**src/rtl/pipe_hazard_ctrl_if.sv**
```systemverilog
// Pipeline <-> hazard controller bundle: ID-stage operand info, branch/memory
// status in, stage freeze/flush controls and diagnostics out.
interface pipe_hazard_ctrl_if #(
    parameter int CNT_W = 16
);
    logic             id_valid;
    logic [3:0]       id_src1;
    logic [3:0]       id_src2;
    logic             id_two_src;
    logic             id_wb_en;
    logic             id_mem_r_en;
    logic [3:0]       id_dest;
    logic             exe_branch_taken;
    logic             mem_req;
    logic             sram_ready;

    logic             sram_start;
    logic             freeze_pc;
    logic             freeze_if_id;
    logic             flush_if_id;
    logic             flush_id_ex;
    logic             freeze_all;
    logic             hazard;
    logic             mem_err;
    logic [CNT_W-1:0] stall_cnt;

    // Pipeline side
    modport master (
        output id_valid, id_src1, id_src2, id_two_src, id_wb_en, id_mem_r_en, id_dest,
               exe_branch_taken, mem_req, sram_ready,
        input  sram_start, freeze_pc, freeze_if_id, flush_if_id, flush_id_ex,
               freeze_all, hazard, mem_err, stall_cnt
    );

    // Controller side
    modport slave (
        input  id_valid, id_src1, id_src2, id_two_src, id_wb_en, id_mem_r_en, id_dest,
               exe_branch_taken, mem_req, sram_ready,
        output sram_start, freeze_pc, freeze_if_id, flush_if_id, flush_id_ex,
               freeze_all, hazard, mem_err, stall_cnt
    );
endinterface

```
**src/rtl/pipe_hazard_ctrl.sv**
```systemverilog
// Central sequencer for the 5-stage core: shadow EXE/MEM destination tags,
// RAW hazard detection for ID, SRAM access handshake with timeout, and the
// freeze/flush controls derived from them.
module pipe_hazard_ctrl #(
    parameter int FORWARD_EN  = 1,
    parameter int MEM_TIMEOUT = 64,
    parameter int CNT_W       = 16
) (
    input logic               clk,
    input logic               rst,
    pipe_hazard_ctrl_if.slave bus
);
    typedef struct packed {
        logic       v;
        logic       wb;
        logic       ld;
        logic [3:0] dest;
    } tag_t;

    typedef enum logic {S_IDLE = 1'b0, S_BUSY = 1'b1} state_t;

    localparam logic [7:0] LP_WAIT_LAST = 8'(MEM_TIMEOUT - 1);

    tag_t             r_exe_tag;
    tag_t             r_mem_tag;
    state_t           r_state;
    logic [7:0]       r_wait_cnt;
    logic             r_mem_err;
    logic [CNT_W-1:0] r_stall_cnt;

    logic w_match_exe;
    logic w_match_mem;
    logic w_hazard;
    logic w_mem_stall;
    logic w_freeze_pc;
    logic w_issue;

    function automatic logic f_match(input tag_t t, input logic [3:0] s1,
                                     input logic [3:0] s2, input logic two);
        return t.v & t.wb & ((s1 == t.dest) | (two & (s2 == t.dest)));
    endfunction

    assign w_match_exe = f_match(r_exe_tag, bus.id_src1, bus.id_src2, bus.id_two_src);
    assign w_match_mem = f_match(r_mem_tag, bus.id_src1, bus.id_src2, bus.id_two_src);

    // With forwarding only a load in EXE cannot be bypassed in time
    assign w_hazard    = bus.id_valid & ((FORWARD_EN != 0) ? (w_match_exe & r_exe_tag.ld)
                                                           : (w_match_exe | w_match_mem));
    // The pipeline advances on the ready cycle itself
    assign w_mem_stall = bus.mem_req & ~((r_state == S_BUSY) & bus.sram_ready);
    assign w_freeze_pc = w_mem_stall | (w_hazard & ~bus.exe_branch_taken);
    assign w_issue     = bus.id_valid & ~w_hazard & ~bus.exe_branch_taken;

    // Everything is forced quiet while reset is held, even if inputs are active
    assign bus.freeze_all   = ~rst & w_mem_stall;
    assign bus.freeze_pc    = ~rst & w_freeze_pc;
    assign bus.freeze_if_id = ~rst & w_freeze_pc;
    assign bus.flush_if_id  = ~rst & bus.exe_branch_taken & ~w_mem_stall;
    assign bus.flush_id_ex  = ~rst & (w_hazard | bus.exe_branch_taken) & ~w_mem_stall;
    assign bus.hazard       = ~rst & w_hazard;
    assign bus.sram_start   = ~rst & (r_state == S_IDLE) & bus.mem_req;
    assign bus.mem_err      = r_mem_err;
    assign bus.stall_cnt    = r_stall_cnt;

    // Shadow tags move with the pipeline and hold while memory freezes it
    always_ff @(posedge clk or posedge rst) begin
        if (rst) begin
            r_exe_tag <= '0;
            r_mem_tag <= '0;
        end else if (!w_mem_stall) begin
            r_mem_tag <= r_exe_tag;
            r_exe_tag <= w_issue ? {1'b1, bus.id_wb_en, bus.id_mem_r_en, bus.id_dest} : '0;
        end
    end

    // SRAM handshake: start in IDLE, wait for ready or give up after MEM_TIMEOUT cycles
    always_ff @(posedge clk or posedge rst) begin
        if (rst) begin
            r_state    <= S_IDLE;
            r_wait_cnt <= '0;
            r_mem_err  <= 1'b0;
        end else begin
            case (r_state)
                S_IDLE: begin
                    if (bus.mem_req) begin
                        r_state    <= S_BUSY;
                        r_wait_cnt <= '0;
                    end
                end
                S_BUSY: begin
                    if (bus.sram_ready) begin
                        r_state <= S_IDLE;
                    end else if (r_wait_cnt == LP_WAIT_LAST) begin
                        r_mem_err <= 1'b1;
                        r_state   <= S_IDLE;
                    end else begin
                        r_wait_cnt <= r_wait_cnt + 8'd1;
                    end
                end
                default: r_state <= S_IDLE;
            endcase
        end
    end

    // Saturating count of PC-frozen cycles
    always_ff @(posedge clk or posedge rst) begin
        if (rst) begin
            r_stall_cnt <= '0;
        end else if (w_freeze_pc && (r_stall_cnt != '1)) begin
            r_stall_cnt <= r_stall_cnt + CNT_W'(1);
        end
    end
endmodule

```
**src/flat_wrapper.sv**
```systemverilog
// flat-port wrapper written by rule: the top's interface ports become plain ports
module pipe_hazard_ctrl_flat 
#(
    parameter int FORWARD_EN  = 1,
    parameter int MEM_TIMEOUT = 64,
    parameter int CNT_W       = 16
)
  (clk, rst, bus_id_valid, bus_id_src1, bus_id_src2, bus_id_two_src, bus_id_wb_en, bus_id_mem_r_en, bus_id_dest, bus_exe_branch_taken, bus_mem_req, bus_sram_ready, bus_sram_start, bus_freeze_pc, bus_freeze_if_id, bus_flush_if_id, bus_flush_id_ex, bus_freeze_all, bus_hazard, bus_mem_err, bus_stall_cnt);
  pipe_hazard_ctrl_if #(.CNT_W(CNT_W)) bus_i ();
  input logic clk;
  input logic rst;
  input wire logic [$bits(bus_i.id_valid)-1:0] bus_id_valid;
  input wire logic [$bits(bus_i.id_src1)-1:0] bus_id_src1;
  input wire logic [$bits(bus_i.id_src2)-1:0] bus_id_src2;
  input wire logic [$bits(bus_i.id_two_src)-1:0] bus_id_two_src;
  input wire logic [$bits(bus_i.id_wb_en)-1:0] bus_id_wb_en;
  input wire logic [$bits(bus_i.id_mem_r_en)-1:0] bus_id_mem_r_en;
  input wire logic [$bits(bus_i.id_dest)-1:0] bus_id_dest;
  input wire logic [$bits(bus_i.exe_branch_taken)-1:0] bus_exe_branch_taken;
  input wire logic [$bits(bus_i.mem_req)-1:0] bus_mem_req;
  input wire logic [$bits(bus_i.sram_ready)-1:0] bus_sram_ready;
  output wire logic [$bits(bus_i.sram_start)-1:0] bus_sram_start;
  output wire logic [$bits(bus_i.freeze_pc)-1:0] bus_freeze_pc;
  output wire logic [$bits(bus_i.freeze_if_id)-1:0] bus_freeze_if_id;
  output wire logic [$bits(bus_i.flush_if_id)-1:0] bus_flush_if_id;
  output wire logic [$bits(bus_i.flush_id_ex)-1:0] bus_flush_id_ex;
  output wire logic [$bits(bus_i.freeze_all)-1:0] bus_freeze_all;
  output wire logic [$bits(bus_i.hazard)-1:0] bus_hazard;
  output wire logic [$bits(bus_i.mem_err)-1:0] bus_mem_err;
  output wire logic [$bits(bus_i.stall_cnt)-1:0] bus_stall_cnt;
  assign bus_i.id_valid = bus_id_valid;
  assign bus_i.id_src1 = bus_id_src1;
  assign bus_i.id_src2 = bus_id_src2;
  assign bus_i.id_two_src = bus_id_two_src;
  assign bus_i.id_wb_en = bus_id_wb_en;
  assign bus_i.id_mem_r_en = bus_id_mem_r_en;
  assign bus_i.id_dest = bus_id_dest;
  assign bus_i.exe_branch_taken = bus_exe_branch_taken;
  assign bus_i.mem_req = bus_mem_req;
  assign bus_i.sram_ready = bus_sram_ready;
  assign bus_sram_start = bus_i.sram_start;
  assign bus_freeze_pc = bus_i.freeze_pc;
  assign bus_freeze_if_id = bus_i.freeze_if_id;
  assign bus_flush_if_id = bus_i.flush_if_id;
  assign bus_flush_id_ex = bus_i.flush_id_ex;
  assign bus_freeze_all = bus_i.freeze_all;
  assign bus_hazard = bus_i.hazard;
  assign bus_mem_err = bus_i.mem_err;
  assign bus_stall_cnt = bus_i.stall_cnt;
  pipe_hazard_ctrl #(.FORWARD_EN(FORWARD_EN), .MEM_TIMEOUT(MEM_TIMEOUT), .CNT_W(CNT_W)) u_core (.clk(clk), .rst(rst), .bus(bus_i));
endmodule
```
**config.mk**
```make
export PLATFORM = sky130hd
export DESIGN_NAME = pipe_hazard_ctrl_flat
export DESIGN_NICKNAME = d
export VERILOG_FILES = /design/src/rtl/pipe_hazard_ctrl_if.sv /design/src/rtl/pipe_hazard_ctrl.sv /design/src/flat_wrapper.sv
export SDC_FILE = /design/constraint.sdc
export NUM_CORES = 1
export LEC_CHECK = 0
export ABC_CLOCK_PERIOD_IN_PS = 2700
export CAP_MARGIN = 15
export CORE_MARGIN = 4
export CORE_UTILIZATION = 51
export CTS_BUF_LIST = sky130_fd_sc_hd__clkbuf_4
export CTS_CLUSTER_SIZE = 28
export DETAILED_ROUTE_END_ITERATION = 12
export PLACE_DENSITY = 0.82
export SLEW_MARGIN = 5
export SYNTH_ARGS = -nofsm -noshare
export SYNTH_HDL_FRONTEND = slang
export SYNTH_SLANG_ARGS = --single-unit
```
**constraint.sdc**
```tcl
create_clock -name clk -period 2.7 [get_ports clk]
set_input_delay 0.54 -clock clk [delete_from_list [all_inputs] [get_ports clk]]
set_output_delay 0.54 -clock clk [all_outputs]
set_load 0.01 [all_outputs]
```
==> results.sh, run 1 <==
export IMPL_syn_instance_count=179
export IMPL_finalWorstSetupSlack_ns=0.0751
export IMPL_start_util=0.541
export IMPL_final_common_cell="clkdlybuf4s50_1"
export IMPL_grt_overflow=0
export IMPL_synth_edf_count=0
export IMPL_ctsRootBufferMaster="clkbuf_4"
export IMPL_synth_area_mm2=0.00186
export IMPL_drt_wirelength_per_cell_um=15.1
export IMPL_seq_area_frac_synth=0.444
export IMPL_crit_arrival_ns=2.08
export IMPL_grt_max_degree=24
export IMPL_total_power_mw=1.37
export IMPL_hold_depth=1
export IMPL_syn_mean_instance_area_um2=10.4
export IMPL_crit_fanout=2
export IMPL_synth_cell_types=40
export IMPL_dp_cells=270
export IMPL_ios=45
export IMPL_hold_path_class="flip-flop to flip-flop"
export IMPL_busiest_layer="met2"
export IMPL_tightest_slew_ns=1.06
export IMPL_ant_nets=0
export IMPL_finalCritPeriodShare=0.972
export IMPL_fin_setup_tns_ns=0
export IMPL_worst_ep_required_time_ns=2.16
export IMPL_use_met2=0.336
export IMPL_finalHoldViolCount=0
export IMPL_grt_setup_unrepaired="false"
export IMPL_p_leak_nw=0.992
export IMPL_drt_pass1_iter_count=4
export IMPL_fin_cells=279
export IMPL_final_net_count=255
export IMPL_cts_max_level=2
export IMPL_crit_type="input port to output port"
export IMPL_max_freq_mhz=381
export IMPL_syn_num_nets=202
export IMPL_r2r_start="u_core.r_exe_tag[2]$_DFFE_PP0N_"
export IMPL_p_per_area_mw_per_mm2=559
export IMPL_wl_um=4210
export IMPL_clock_latency_ns=0.33
export IMPL_n_antenna_cell=0
export IMPL_drv_slew=0
export IMPL_drc=0
export IMPL_peakVddDrop_mv=0.276
export IMPL_post_place_ws_ns=-0.353
export IMPL_maxCapViolCount=0
export IMPL_grt_usage=0.209
export IMPL_hold_buffers=0
export IMPL_drt_iter0_markers=149
export IMPL_setup_viol_count_final=0
export IMPL_die_area_mm2=0.00468
export IMPL_rows=21
export IMPL_cts_buffers_inserted=5
export IMPL_clk_pin_slew_ns=0.10
export IMPL_worstReg2RegEnd="u_core.bus.stall_cnt[14]$_DFFE_PP0P_"
export IMPL_use_met1=0.258
export IMPL_hp_start="u_core.bus.mem_err$_DFFE_PP0P_"
export IMPL_area_delta_synth_final_pct=31.6
export IMPL_ys_flop_type="dfrtp_1"
export IMPL_status="finished clean"
export IMPL_grt_use_met3=0.0722
export IMPL_vias_per_cell=5.66
export IMPL_port_buffers=44
export IMPL_place_congestion=0.792
export IMPL_min_period_ns=2.62
export IMPL_ys_seq_elements=33
export IMPL_cp_end_kind="output port"
export IMPL_fin_worst_skew_ns=0.00434
export IMPL_final_cell_mix="clkdlybuf4s50_1, dfrtp_1, nand2_1"
export IMPL_grt_first_pass_wirelength_um=7290
export IMPL_drive_above_1_share=0.129
export IMPL_grt_pass1_vias=1623
export IMPL_die_h_um=68.4
export IMPL_design_core_area_mm2=0.00344
export IMPL_cts_tree="yes"
export IMPL_min_to="u_core.bus.mem_err$_DFFE_PP0P_"
export IMPL_worstRegToRegCells=6
export IMPL_cts_sinks=33
export IMPL_die_w_um=68.4
export IMPL_reg2reg_slack_ns=0.46
export IMPL_antenna_found_initial=0
export IMPL_async_flop_share=1.00
export IMPL_vias=1580
export IMPL_start_kind="input port"
export IMPL_hpwl_um=3200
export IMPL_cts_max_path_buffers=2
export IMPL_ys_warn_count=0
export IMPL_slew_headroom=0.287
==> repair_timing <==
item | in CTS | in global routing
endpoints found under the setup margin | 4 | 3
gates resized for setup | 10 | 4
pin swaps | 3 | 2
buffers inserted | 1 | 0
==> power by group <==
group          total, mW  switching (mW)  internal, mW  leakage [nW]
registers          0.681           0.108         0.574         0.421
clock network      0.275           0.166         0.109        0.0354
logic              0.413           0.186         0.227         0.536
==> cell families after synthesis <==
family / count (synthesis) / synth area share
xor gates and xnor gates: 19 / 0.0894
AOI/OAI and AO/OA: 40 / 0.192
and+or+nand+nor: 67 / 0.186
DFF: 33 / 0.444
adders and majority gates: 2 / 0.0134
muxes: 8 / 0.0477
buffers and inverters: 10 / 0.0269
==> synthesized netlist by cell type (all sizes together) (3+ instances only) <==
| master | count | share of area |
|---|---|---|
| and3 | 4 | 0.013 |
| nand4 | 6 | 0.024 |
| nor2b | 3 | 0.010 |
| o21ai | 4 | 0.011 |
| buf | 3 | 0.013 |
| nor3 | 5 | 0.013 |
| and2 | 3 | 0.010 |
| nor4 | 3 | 0.010 |
| inv | 5 | 0.010 |
| a211oi | 5 | 0.031 |
| nand2 | 18 | 0.036 |
| a21oi | 12 | 0.032 |
| dfrtp | 33 | 0.44 |
| xor2 | 8 | 0.038 |
| nand2b | 4 | 0.013 |
| nand3 | 11 | 0.030 |
| a2111oi | 3 | 0.038 |
| a22o | 6 | 0.028 |
| mux2 | 7 | 0.042 |
| nor2 | 7 | 0.014 |
| xnor2 | 11 | 0.052 |
==> final cells by class <==
cell class	instances	area, um2
Sequential cell	33	826
Inverter	5	18.8
Clock inverter	2	10.0
Tap cell	46	57.6
Timing Repair Buffer	51	489
Multi-Input combinational cell	136	1000
Fill cell	265	993
Clock buffer	6	45.0
==> worst max-delay path by stage <==
stage               slack (ns)      startpoint            end
finish                    0.08  bus_id_src1[2]  bus_freeze_pc
global route              0.02  bus_id_src1[1]  bus_freeze_pc
CTS                      0.008  bus_id_src1[2]  bus_freeze_pc
detailed placement       -0.35  bus_id_src1[3]  bus_freeze_pc
global placement         -0.34  bus_id_src1[3]  bus_freeze_pc
floorplan                 0.34  bus_id_src1[1]  bus_freeze_pc
==> worst max-delay path, cell delays in order <==
cell and delay (ns):
clkdlybuf4s50_1 0.48, xnor2_1 0.12, nand4_1 0.17, o32a_4 0.36, a21oi_4 0.17, clkdlybuf4s15_2 0.25
==> routing by layer <==
metal  up-vias  part of all wire
li1        759                 -
met1       770              0.42
met2        47              0.51
met3         4             0.055
met4         0             0.010
met5         -                 0
==> registers in the layout, indices dropped and copies added, names as in the netlist <==
| register | cells |
|---|---|
| u_core.bus.stall_cnt | 16 |
| u_core.r_wait_cnt | 8 |
| u_core.r_exe_tag | 7 |
| u_core.bus.mem_err | 1 |
| u_core.r_state | 1 |
==> per-stage QoR <==
| step | area [um2] | utilization | hold WS, ns |
|---|---|---|---|
| finish | 2450 | 0.711 | 0.470 |
| global route | 2450 | 0.711 | 0.496 |
| CTS | 2440 | 0.710 | 0.475 |
| detailed placement | 2370 | 0.689 | 0.448 |
| global placement | 2370 | 0.689 | 0.437 |
| floorplan | 1860 | - | 0.463 |
No activity file was read; power rests on OpenSTA's default activity.
==> inputs of run 2 (changes only) <==
--- a/config.mk
+++ b/config.mk
@@ -12,6 +12,7 @@
 export CTS_BUF_LIST = sky130_fd_sc_hd__clkbuf_4
 export CTS_CLUSTER_SIZE = 28
 export DETAILED_ROUTE_END_ITERATION = 12
+export HOLD_SLACK_MARGIN = 0.08
 export PLACE_DENSITY = 0.82
 export SLEW_MARGIN = 5
 export SYNTH_ARGS = -nofsm -noshare
==> results of run 2 <==
The final DEF is identical to that of run 1; final timing and power are the same.
